File: src/rtl/mult_div_unit_if.sv
// Start/busy/done bus between the multicycle control FSM and the multiply/divide unit.
// The control unit drives the operation request; the unit returns status and HI/LO.
interface mult_div_unit_if #(
  parameter int WIDTH = 32
);
  logic             start;
  logic             op;
  logic [WIDTH-1:0] a;
  logic [WIDTH-1:0] b;
  logic             busy;
  logic             done;
  logic             div_zero;
  logic [WIDTH-1:0] hi;
  logic [WIDTH-1:0] lo;

  modport master (
    output start, op, a, b,
    input  busy, done, div_zero, hi, lo
  );

  modport slave (
    input  start, op, a, b,
    output busy, done, div_zero, hi, lo
  );
endinterface

File: src/rtl/mult_div_unit.sv
// Iterative signed multiply (radix-2 Booth) / divide (restoring) unit owning HI/LO.
// One result bit per cycle; result committed to HI/LO on the FIX->DONE edge.
//
// Handshake: start is sampled only in IDLE or DONE; an accepted start raises busy on
// the same edge. When the result is committed, busy drops and done pulses for exactly
// one cycle; busy and done are never high together. A start seen during the DONE
// cycle is accepted immediately (back-to-back); start while busy is ignored.
module mult_div_unit #(
  parameter int WIDTH = 32
) (
  input  logic                  clk,
  input  logic                  reset,
  mult_div_unit_if.slave        bus,
  output logic [2:0]            state_dbg
);

  localparam int CW = $clog2(WIDTH);

  typedef enum logic [2:0] {
    S_IDLE = 3'd0,
    S_MUL  = 3'd1,
    S_DIV  = 3'd2,
    S_FIX  = 3'd3,
    S_DONE = 3'd4
  } state_e;

  state_e           state_q, state_d;
  logic             op_q, op_d;
  logic [WIDTH-1:0] a_q, a_d;
  logic [WIDTH-1:0] b_q, b_d;
  logic [WIDTH-1:0] acc_q, acc_d;
  logic [WIDTH-1:0] mq_q, mq_d;
  logic             qm1_q, qm1_d;
  logic [WIDTH-1:0] rem_q, rem_d;
  logic [CW-1:0]    cnt_q, cnt_d;
  logic             busy_q, busy_d;
  logic             done_q, done_d;
  logic             div_zero_q, div_zero_d;
  logic             dz_pend_q, dz_pend_d;
  logic [WIDTH-1:0] hi_q, hi_d;
  logic [WIDTH-1:0] lo_q, lo_d;

  logic [WIDTH:0]   acc_ext;
  logic [WIDTH:0]   a_ext;
  logic [WIDTH:0]   booth_sum;
  logic [WIDTH-1:0] a_in_mag;
  logic [WIDTH-1:0] b_mag;
  logic [WIDTH:0]   rem_shift;
  logic [WIDTH:0]   rem_diff;
  logic             rem_ge;
  logic [WIDTH-1:0] quot_fix;
  logic [WIDTH-1:0] rem_fix;

  // Booth add is one bit wider than the operands so -2^31 * -2^31 cannot overflow acc.
  assign acc_ext  = {acc_q[WIDTH-1], acc_q};
  assign a_ext    = {a_q[WIDTH-1], a_q};
  assign a_in_mag = bus.a[WIDTH-1] ? -bus.a : bus.a;
  assign b_mag    = b_q[WIDTH-1] ? -b_q : b_q;

  always_comb begin
    booth_sum = acc_ext;
    case ({mq_q[0], qm1_q})
      2'b01:   booth_sum = acc_ext + a_ext;
      2'b10:   booth_sum = acc_ext - a_ext;
      default: booth_sum = acc_ext;
    endcase
  end

  // The stored remainder is always below |b|, so the 33-bit shifted value stays under
  // 2*|b| and the sign of the 33-bit difference is a valid "fits" test.
  assign rem_shift = {rem_q, mq_q[WIDTH-1]};
  assign rem_diff  = rem_shift - {1'b0, b_mag};
  assign rem_ge    = ~rem_diff[WIDTH];

  assign quot_fix = (a_q[WIDTH-1] ^ b_q[WIDTH-1]) ? -mq_q : mq_q;
  assign rem_fix  = a_q[WIDTH-1] ? -rem_q : rem_q;

  always_comb begin
    state_d    = state_q;
    op_d       = op_q;
    a_d        = a_q;
    b_d        = b_q;
    acc_d      = acc_q;
    mq_d       = mq_q;
    qm1_d      = qm1_q;
    rem_d      = rem_q;
    cnt_d      = cnt_q;
    busy_d     = busy_q;
    done_d     = 1'b0;
    div_zero_d = div_zero_q;
    dz_pend_d  = dz_pend_q;
    hi_d       = hi_q;
    lo_d       = lo_q;

    case (state_q)
      S_IDLE, S_DONE: begin
        busy_d  = 1'b0;
        state_d = S_IDLE;
        if (bus.start) begin
          op_d       = bus.op;
          a_d        = bus.a;
          b_d        = bus.b;
          div_zero_d = 1'b0;
          dz_pend_d  = 1'b0;
          cnt_d      = CW'(WIDTH - 1);
          busy_d     = 1'b1;
          acc_d      = '0;
          qm1_d      = 1'b0;
          rem_d      = '0;
          if (!bus.op) begin
            mq_d    = bus.b;
            state_d = S_MUL;
          end else if (bus.b == '0) begin
            // Skip the iterations; FIX flags the error and leaves HI/LO alone.
            dz_pend_d = 1'b1;
            state_d   = S_FIX;
          end else begin
            mq_d    = a_in_mag;
            state_d = S_DIV;
          end
        end
      end

      S_MUL: begin
        acc_d = booth_sum[WIDTH:1];
        mq_d  = {booth_sum[0], mq_q[WIDTH-1:1]};
        qm1_d = mq_q[0];
        cnt_d = cnt_q - CW'(1);
        if (cnt_q == '0) state_d = S_FIX;
      end

      S_DIV: begin
        rem_d = rem_ge ? rem_diff[WIDTH-1:0] : rem_shift[WIDTH-1:0];
        mq_d  = {mq_q[WIDTH-2:0], rem_ge};
        cnt_d = cnt_q - CW'(1);
        if (cnt_q == '0) state_d = S_FIX;
      end

      S_FIX: begin
        if (dz_pend_q) begin
          div_zero_d = 1'b1;
        end else if (!op_q) begin
          hi_d = acc_q;
          lo_d = mq_q;
        end else begin
          hi_d = rem_fix;
          lo_d = quot_fix;
        end
        dz_pend_d = 1'b0;
        busy_d    = 1'b0;
        done_d    = 1'b1;
        state_d   = S_DONE;
      end

      default: state_d = S_IDLE;
    endcase
  end

  always_ff @(posedge clk) begin
    if (reset) begin
      state_q    <= S_IDLE;
      op_q       <= 1'b0;
      a_q        <= '0;
      b_q        <= '0;
      acc_q      <= '0;
      mq_q       <= '0;
      qm1_q      <= 1'b0;
      rem_q      <= '0;
      cnt_q      <= '0;
      busy_q     <= 1'b0;
      done_q     <= 1'b0;
      div_zero_q <= 1'b0;
      dz_pend_q  <= 1'b0;
      hi_q       <= '0;
      lo_q       <= '0;
    end else begin
      state_q    <= state_d;
      op_q       <= op_d;
      a_q        <= a_d;
      b_q        <= b_d;
      acc_q      <= acc_d;
      mq_q       <= mq_d;
      qm1_q      <= qm1_d;
      rem_q      <= rem_d;
      cnt_q      <= cnt_d;
      busy_q     <= busy_d;
      done_q     <= done_d;
      div_zero_q <= div_zero_d;
      dz_pend_q  <= dz_pend_d;
      hi_q       <= hi_d;
      lo_q       <= lo_d;
    end
  end

  assign bus.busy     = busy_q;
  assign bus.done     = done_q;
  assign bus.div_zero = div_zero_q;
  assign bus.hi       = hi_q;
  assign bus.lo       = lo_q;
  assign state_dbg    = state_q;

endmodule

File: src/flat_wrapper.sv
// flat-port wrapper written by rule: the top's interface ports become plain ports
module mult_div_unit_flat 
#(
  parameter int WIDTH = 32
)
  (clk, reset, state_dbg, bus_start, bus_op, bus_a, bus_b, bus_busy, bus_done, bus_div_zero, bus_hi, bus_lo);
  mult_div_unit_if #(.WIDTH(WIDTH)) bus_i ();
  input  logic clk;
  input  logic reset;
  output logic [2:0] state_dbg;
  input wire logic [$bits(bus_i.start)-1:0] bus_start;
  input wire logic [$bits(bus_i.op)-1:0] bus_op;
  input wire logic [$bits(bus_i.a)-1:0] bus_a;
  input wire logic [$bits(bus_i.b)-1:0] bus_b;
  output wire logic [$bits(bus_i.busy)-1:0] bus_busy;
  output wire logic [$bits(bus_i.done)-1:0] bus_done;
  output wire logic [$bits(bus_i.div_zero)-1:0] bus_div_zero;
  output wire logic [$bits(bus_i.hi)-1:0] bus_hi;
  output wire logic [$bits(bus_i.lo)-1:0] bus_lo;
  assign bus_i.start = bus_start;
  assign bus_i.op = bus_op;
  assign bus_i.a = bus_a;
  assign bus_i.b = bus_b;
  assign bus_busy = bus_i.busy;
  assign bus_done = bus_i.done;
  assign bus_div_zero = bus_i.div_zero;
  assign bus_hi = bus_i.hi;
  assign bus_lo = bus_i.lo;
  mult_div_unit #(.WIDTH(WIDTH)) u_core (.clk(clk), .reset(reset), .bus(bus_i), .state_dbg(state_dbg));
endmodule
File: config.mk
export PLATFORM = sky130hd
export DESIGN_NAME = mult_div_unit_flat
export DESIGN_NICKNAME = d
export VERILOG_FILES = /design/src/rtl/mult_div_unit_if.sv /design/src/rtl/mult_div_unit.sv /design/src/flat_wrapper.sv
export SDC_FILE = /design/constraint.sdc
export NUM_CORES = 1
export LEC_CHECK = 0
export ABC_AREA = 1
export BUFFER_PORTS_ARGS = -buffer_cell sky130_fd_sc_hd__buf_4
export CORE_ASPECT_RATIO = 0.8
export CORE_MARGIN = 3
export CORE_UTILIZATION = 62
export CTS_CLUSTER_SIZE = 14
export DETAILED_ROUTE_END_ITERATION = 6
export PLACE_DENSITY = 0.86
export RECOVER_POWER = 50
export SYNTH_ARGS = -nofsm -noshare
export SYNTH_HDL_FRONTEND = slang
export SYNTH_SLANG_ARGS = --single-unit
File: constraint.sdc
create_clock -name clk -period 4.24 [get_ports clk]
set_clock_uncertainty 0.2 [all_clocks]
set_input_delay 1.06 -clock clk [delete_from_list [all_inputs] [get_ports clk]]
set_output_delay 1.06 -clock clk [all_outputs]
set_load 0.1 [all_outputs]
==> results.yml, run 1 <==
status:
  status: "finished with violations"
  violations: "DRC, capacitance limit, slew limit"
synthesis:
  syn_inst: 3222
  async_reset_ff_frac: 0
  synth_xor_area_frac: 0.0471
  synthTopCellsByArea: "dfxtp_1 (25%), nand2_1 (15%), a21oi_1 (9.4%), inv_1 (8.9%), nor2_1 (6.3%)"
  synth_top_family_by_area: "simple AND/OR/NAND/NOR gates"
  ys.flop_type: "dfxtp_1"
  yosysWarnings: 0
  synth.avg_cell_area_um2: 5.95
  synth_fa_ha_area_frac: 0.0498
  synth.distinct_cells: 50
  synth-edff-count: 0
  synth_compound_area_frac: 0.214
  ys_seq_area_frac: 0.249
  synth-simple-area-share: 0.320
  ys_seq_elements: 238
  netlist_area_um2: 19200
  synth_top_area_share: 0.249
  synth_area_leader_cell: "dfxtp_1"
  synth_mux_area_frac: 0
  synth_fp_nets: 3365
worst_setup_path:
  startpoint_type: "flip-flop"
  reg2reg_slack_ps: 260
  critPathKind: "flip-flop to flip-flop"
  cp-startpoint: "u_core.b_q[0]"
  reg2reg_from: "u_core.b_q[0]"
  crit_arrival_ps: 4270
  crit_fanout: 27
  cp.required_ps: 4520
  end_kind: "flip-flop"
final_layout:
  final_layout_size_suffix_gt1_frac: 0.0695
  nNetsFinal: 3433
  mostFrequentLayoutCell: "nand2_1"
  post-route-util: 0.705
  area_delta_synth_final_pct: 9.90
  mostFrequentLayoutCells: "nand2_1 (790), inv_1 (455), a21oi_1 (359), nor2_1 (317), dfxtp_1 (238)"
  finalNonFillerCells: 3716
placement:
  port_buffers: 137
  dp_cells: 3662
  place_hpwl_um: 55200
  gp_congestion: 1.08
sta:
  fmax_mhz: 251
  final_max_slew_viol_count: 187
  hold_viol: 0
  tightest_slew_ps: 2050
  timing.slew.headroom: -0.365
  finalCritPeriodShare: 0.939
  post-route-min-period_ps: 3980
  setup_viol: 0
route:
  routed-via-count: 22700
  ant_nets: 0
  first_pass_iters: 7
  drt_iter0_drc: 3173
  viasPerCell: 6.11
  wirelength_um: 71300
  routedWlPerCell_um: 19.2
  drc: 19
global_route:
  grt_pass1_vias: 20300
  grt-ovfl-total: 0
  grt_max_degree: 94
  grt_pass1_wl_um: 110000
  antenna_found_initial: 1
  track_usage: 0.415
floorplan:
  rows: 56
  fp.dieH_um: 163
  initial_core_util: 0.642
  die_area_um2: 33100
  die_w_um: 203
  coreArea_um2: 29800
  io_pins: 138
hold_path:
  hp-start: "u_core.bus.hi[28]"
  hp-class: "flip-flop to flip-flop"
clock_tree:
  cts.clk_slew.worst_paths_ps: 70
  clockBufferDepth: 3
  cts_tree: "built"
  cts_root_buffer: "clkbuf_16"
  htree_levels: 1
  postCtsHoldBufs: 0
  clock-sinks: 238
  clk-insertion-delay-late_ps: 570
  cts_inserted_buffers: 26
power_and_ir_drop:
  p_leak_nw: 9.97
  totalPowerFinal_w: 0.0135
  ir_drop_uv: 510
  power_density_nw_per_um2: 641
run:
  cap_violations: 4
[per-layer routing]
| metal | share of wire | GRT usage | vias to the layer above |
|---|---|---|---|
| met5 | 0.00018 | 0 | - |
| met4 | 0.047 | 0.154 | 2 |
| met3 | 0.14 | 0.119 | 264 |
| met2 | 0.40 | 0.613 | 1587 |
| met1 | 0.41 | 0.577 | 10200 |
| li1 | - | - | 10600 |
[metrics by stage]
step	worst slack, ps	area [µm²]	setup TNS (ps)	hold WS (ps)
final	257	21100	0	267
after global routing	-1.26	21100	-2.45	285
after CTS	38.5	21200	0	270
after detailed placement	61.0	20400	0	260
after global placement	166	20400	0	253
after floorplan	862	19200	0	256
[logic make-up (layout without fill, tap and decap cells)]
group           count (synthesis)  after routing
flops                         238            238
buf+inv                       603            688
xor+xnor                      103            103
compound gates                747            747
simple gates                 1456           1458
fa+ha+maj                      75             75
other cells                     0              1
[state kept, by name, indices dropped and copies added (netlist names)]
register and cells:
u_core.bus.busy 1, u_core.state_dbg 3, u_core.cnt_q 5, u_core.mq_q 32, u_core.op_q 1, u_core.rem_q 32
u_core.bus.hi 32, u_core.acc_q 32, u_core.bus.done 1, u_core.bus.lo 32, u_core.dz_pend_q 1, u_core.a_q 32
u_core.b_q 32, u_core.bus.div_zero 1, u_core.qm1_q 1
[path summary, 6_finish.rpt]
check,to,cells past startpoint
setup / recovery,u_core.rem_q[18],22
hold / removal,u_core.bus.hi[28],2
setup reg to reg,u_core.rem_q[18],22
hold reg to reg,u_core.bus.hi[28],2
[critical path, stage by stage, from the launching register on]
cell and delay, ps:
dfxtp_1 330, inv_1 90, ha_1 200, nand3_1 140, nor2_1 160, nand2_1 110
nor2_2 140, a21oi_1 130, a21oi_2 200, o21ai_0 150, xor2_1 180, ha_2 330
nand2_1 120, a21oi_1 50, nor2_1 180, nand2_1 140, a21oi_4 280, nand2_4 120
nand2_8 200, nand2_8 120, nand2_1 90, nand3_1 100, a21oi_2 150
[power breakdown]
part           switching (W)  internal, W
Clock                0.00102      0.00136
Combinational        0.00573      0.00221
Sequential          0.000514      0.00268
Total                0.00726      0.00624
[cell usage after synthesis (22+ instances only)]
cell / number
o22ai_1: 30
clkbuf_1: 98
nor2_1: 319
dfxtp_1: 238
nand4_1: 37
inv_2: 22
xnor2_1: 44
nand3_1: 200
a21oi_1: 360
o21ai_0: 234
nor3_1: 43
inv_1: 454
xor2_1: 59
nand2_1: 791
o211ai_1: 42
ha_1: 73
[final cells by class]
| type | instances | area, µm² |
|---|---|---|
| Clock buffer | 36 | 748 |
| Antenna cell | 1 | 2.50 |
| Inverter | 477 | 1790 |
| Fill cell | 2731 | 8790 |
| Timing Repair Buffer | 164 | 978 |
| Tap cell | 406 | 508 |
| Multi-Input combinational cell | 2383 | 12100 |
| Sequential cell | 238 | 4760 |
| Clock inverter | 11 | 131 |
[repair_timing]
action | 4_1_cts | 5_1_grt
resized for setup | 0 | 10
setup buffers | 0 | 4
endpoints found under the setup margin | 0 | 33
Power figures use the tool's default switching activity.
==> run 2: changes to the inputs <==
Settings changed: CELL_PAD_IN_SITES_DETAIL_PLACEMENT set to 1, CELL_PAD_IN_SITES_GLOBAL_PLACEMENT set to 1, CORE_UTILIZATION 62 to 43, PLACE_DENSITY 0.86 to 0.85.
==> results.yml, run 2 (synthesis gave the netlist of run 1 again) <==
placement:
  port_buffers: 137
  gp_congestion: 1.00
  place_hpwl_um: 65500
  dp_cells: 3856
  place_area_um2: 20700
  dpl_worst_slack_ps: 110
clock_tree:
  cts_root_buffer: "clkbuf_16"
  clock-sinks: 238
  cts_tree: "built"
  postCtsHoldBufs: 0
  clockBufferDepth: 3
  cts.clk_slew.worst_paths_ps: 60
  htree_levels: 1
  clk-insertion-delay-late_ps: 590
  cts_inserted_buffers: 28
power_and_ir_drop:
  power_frac_comb: 0.578
  power_density_nw_per_um2: 658
  p_sw_w: 0.00756
  p_clk_frac: 0.194
  ir_drop_uv: 448
  power.share.sequential: 0.227
  p_leak_nw: 10.1
  p_sw_frac: 0.534
  p_int_w: 0.00661
sta:
  hold_viol: 0
  final_max_slew_viol_count: 166
  post-route-min-period_ps: 4000
  finalCritPeriodShare: 0.944
  fmax_mhz: 250
  setup_slack_ps: 238
  hold_slack_ps: 269
  timing.slew.headroom: -0.369
  setup_viol: 0
  tightest_slew_ps: 2050
  finalSetupTns_ps: 0
worst_setup_path:
  crit_fanout: 12
  crit_family: "simple AND/OR/NAND/NOR gates"
  critPathBufInv: 7
  crit_arrival_ps: 4220
  critPathKind: "flip-flop to flip-flop"
  crit_chain: "inv_1, nand3_1, nor3_2, nand4_1, buf_4, nor2_2, nand4_1, nand2_1, xnor2_1, inv_1, ha_1, nand2_1, inv_2, nand2_1, inv_2, nand2_1, inv_2, a21oi_4, nand2_4, nand2_8, buf_6, nand3_1, nand3_1, a21oi_2"
  end_kind: "flip-flop"
  cp.required_ps: 4460
  cpPeakStageDelay_ps: 350
  crit_slowest_cell: "dfxtp_1"
  path_common_cell: "nand2_1"
  startpoint_type: "flip-flop"
final_layout:
  final_layout_size_suffix_gt1_frac: 0.0747
  mostFrequentLayoutCells: "nand2_1 (789), inv_1 (455), a21oi_1 (357), nor2_1 (315), dfxtp_1 (238)"
  nNetsFinal: 3442
  design_area_um2: 21500
  antenna-diode-count: 0
  finalNonFillerCells: 3914
  area_delta_synth_final_pct: 12.4
  mostFrequentLayoutCell: "nand2_1"
hold_path:
  hp-class: "flip-flop to flip-flop"
floorplan:
  die_w_um: 242
  coreArea_um2: 43600
  rows: 68
  initial_core_util: 0.440
  io_pins: 138
  die_area_um2: 47100
  fp.dieH_um: 195
route:
  wirelength_um: 83200
  routed-via-count: 22300
  drt_iter0_drc: 1808
  drc: 0
  ant_nets: 0
  first_pass_iters: 5
  routedWlPerCell_um: 21.3
  viasPerCell: 5.69
status:
  status: "finished with violations"
  violations: "capacitance limit, slew limit"
run:
  cap_violations: 2
global_route:
  track_usage: 0.338
  antenna_found_initial: 0
  grt_pass1_wl_um: 127000
  grt_max_degree: 124
  grt_pass1_vias: 21700
  grt-ovfl-total: 0
-- run 2: cell types whose count changed in the layout (fill, tap and decap cells not counted), moves of 2 or more --
cell	delta
clkbuf_16	+2
a21oi_2	+2
xnor2_1	-2
a21oi_1	-2
clkinvlp_4	-3
nor2_1	-2
nor2_4	+2
bufinv_16	+4
xnor2_2	+2
buf_4	+6
-- run 2: path summary, 6_finish.rpt --
check | start | end | slack [ps] | cells after the start
worst min register to register | u_core.bus.hi[27] | u_core.bus.hi[27] | 270 | 2
worst max register to register | u_core.b_q[2] | u_core.rem_q[14] | 240 | 24
worst max-delay path | u_core.b_q[2] | u_core.rem_q[14] | 240 | 24
worst min-delay path | u_core.bus.hi[27] | u_core.bus.hi[27] | 270 | 2
-- run 2: final cells by class --
cell class | instances | area, µm²
Clock inverter | 13 | 234
Sequential cell | 238 | 4760
Timing Repair Buffer | 172 | 1050
Clock buffer | 37 | 795
Fill cell | 6162 | 22000
Inverter | 477 | 1790
Tap cell | 595 | 744
Multi-Input combinational cell | 2382 | 12200
-- run 2: stage by stage --
step / util / total power [W]
after global placement: 0.474 / 0.0110
after floorplan: - / 0.00871
after global routing: 0.495 / 0.0152
after CTS: 0.498 / 0.0141
after detailed placement: 0.474 / 0.0113
final: 0.495 / 0.0142
-- run 2: power groups by stage --
stage | clock (W) | combinational, W | sequential (W)
after floorplan | 0 | 0.00517 | 0.00354
after global placement | 0 | 0.00778 | 0.00322
after detailed placement | 0 | 0.00802 | 0.00324
after CTS | 0.00278 | 0.00809 | 0.00320
after global routing | 0.00287 | 0.00901 | 0.00327
final | 0.00276 | 0.00820 | 0.00322
-- run 2: worst register-to-register path, cell delays in order (launching register included) --
cell	delay, ps
dfxtp_1	350
inv_1	120
nand3_1	130
nor3_2	240
nand4_1	140
buf_4	180
nor2_2	200
nand4_1	140
nand2_1	100
xnor2_1	120
inv_1	60
ha_1	340
nand2_1	140
inv_2	50
nand2_1	90
inv_2	40
nand2_1	110
inv_2	60
a21oi_4	290
nand2_4	130
nand2_8	130
buf_6	170
nand3_1	100
nand3_1	130
a21oi_2	80
-- run 2: repair_timing --
| action | CTS | global route |
|---|---|---|
| endpoints found under the setup margin | 0 | 42 |
| setup buffers | 0 | 7 |
| resized for setup | 0 | 20 |
-- run 2: metal layers --
layer	global-route usage	part of all wire	up-vias	wire length (µm)
met1	0.494	0.48	10800	39600
met4	0.0932	0.029	0	2410
met5	0	0	-	0
met2	0.526	0.43	713	35900
met3	0.0360	0.064	114	5290
li1	-	-	10600	-
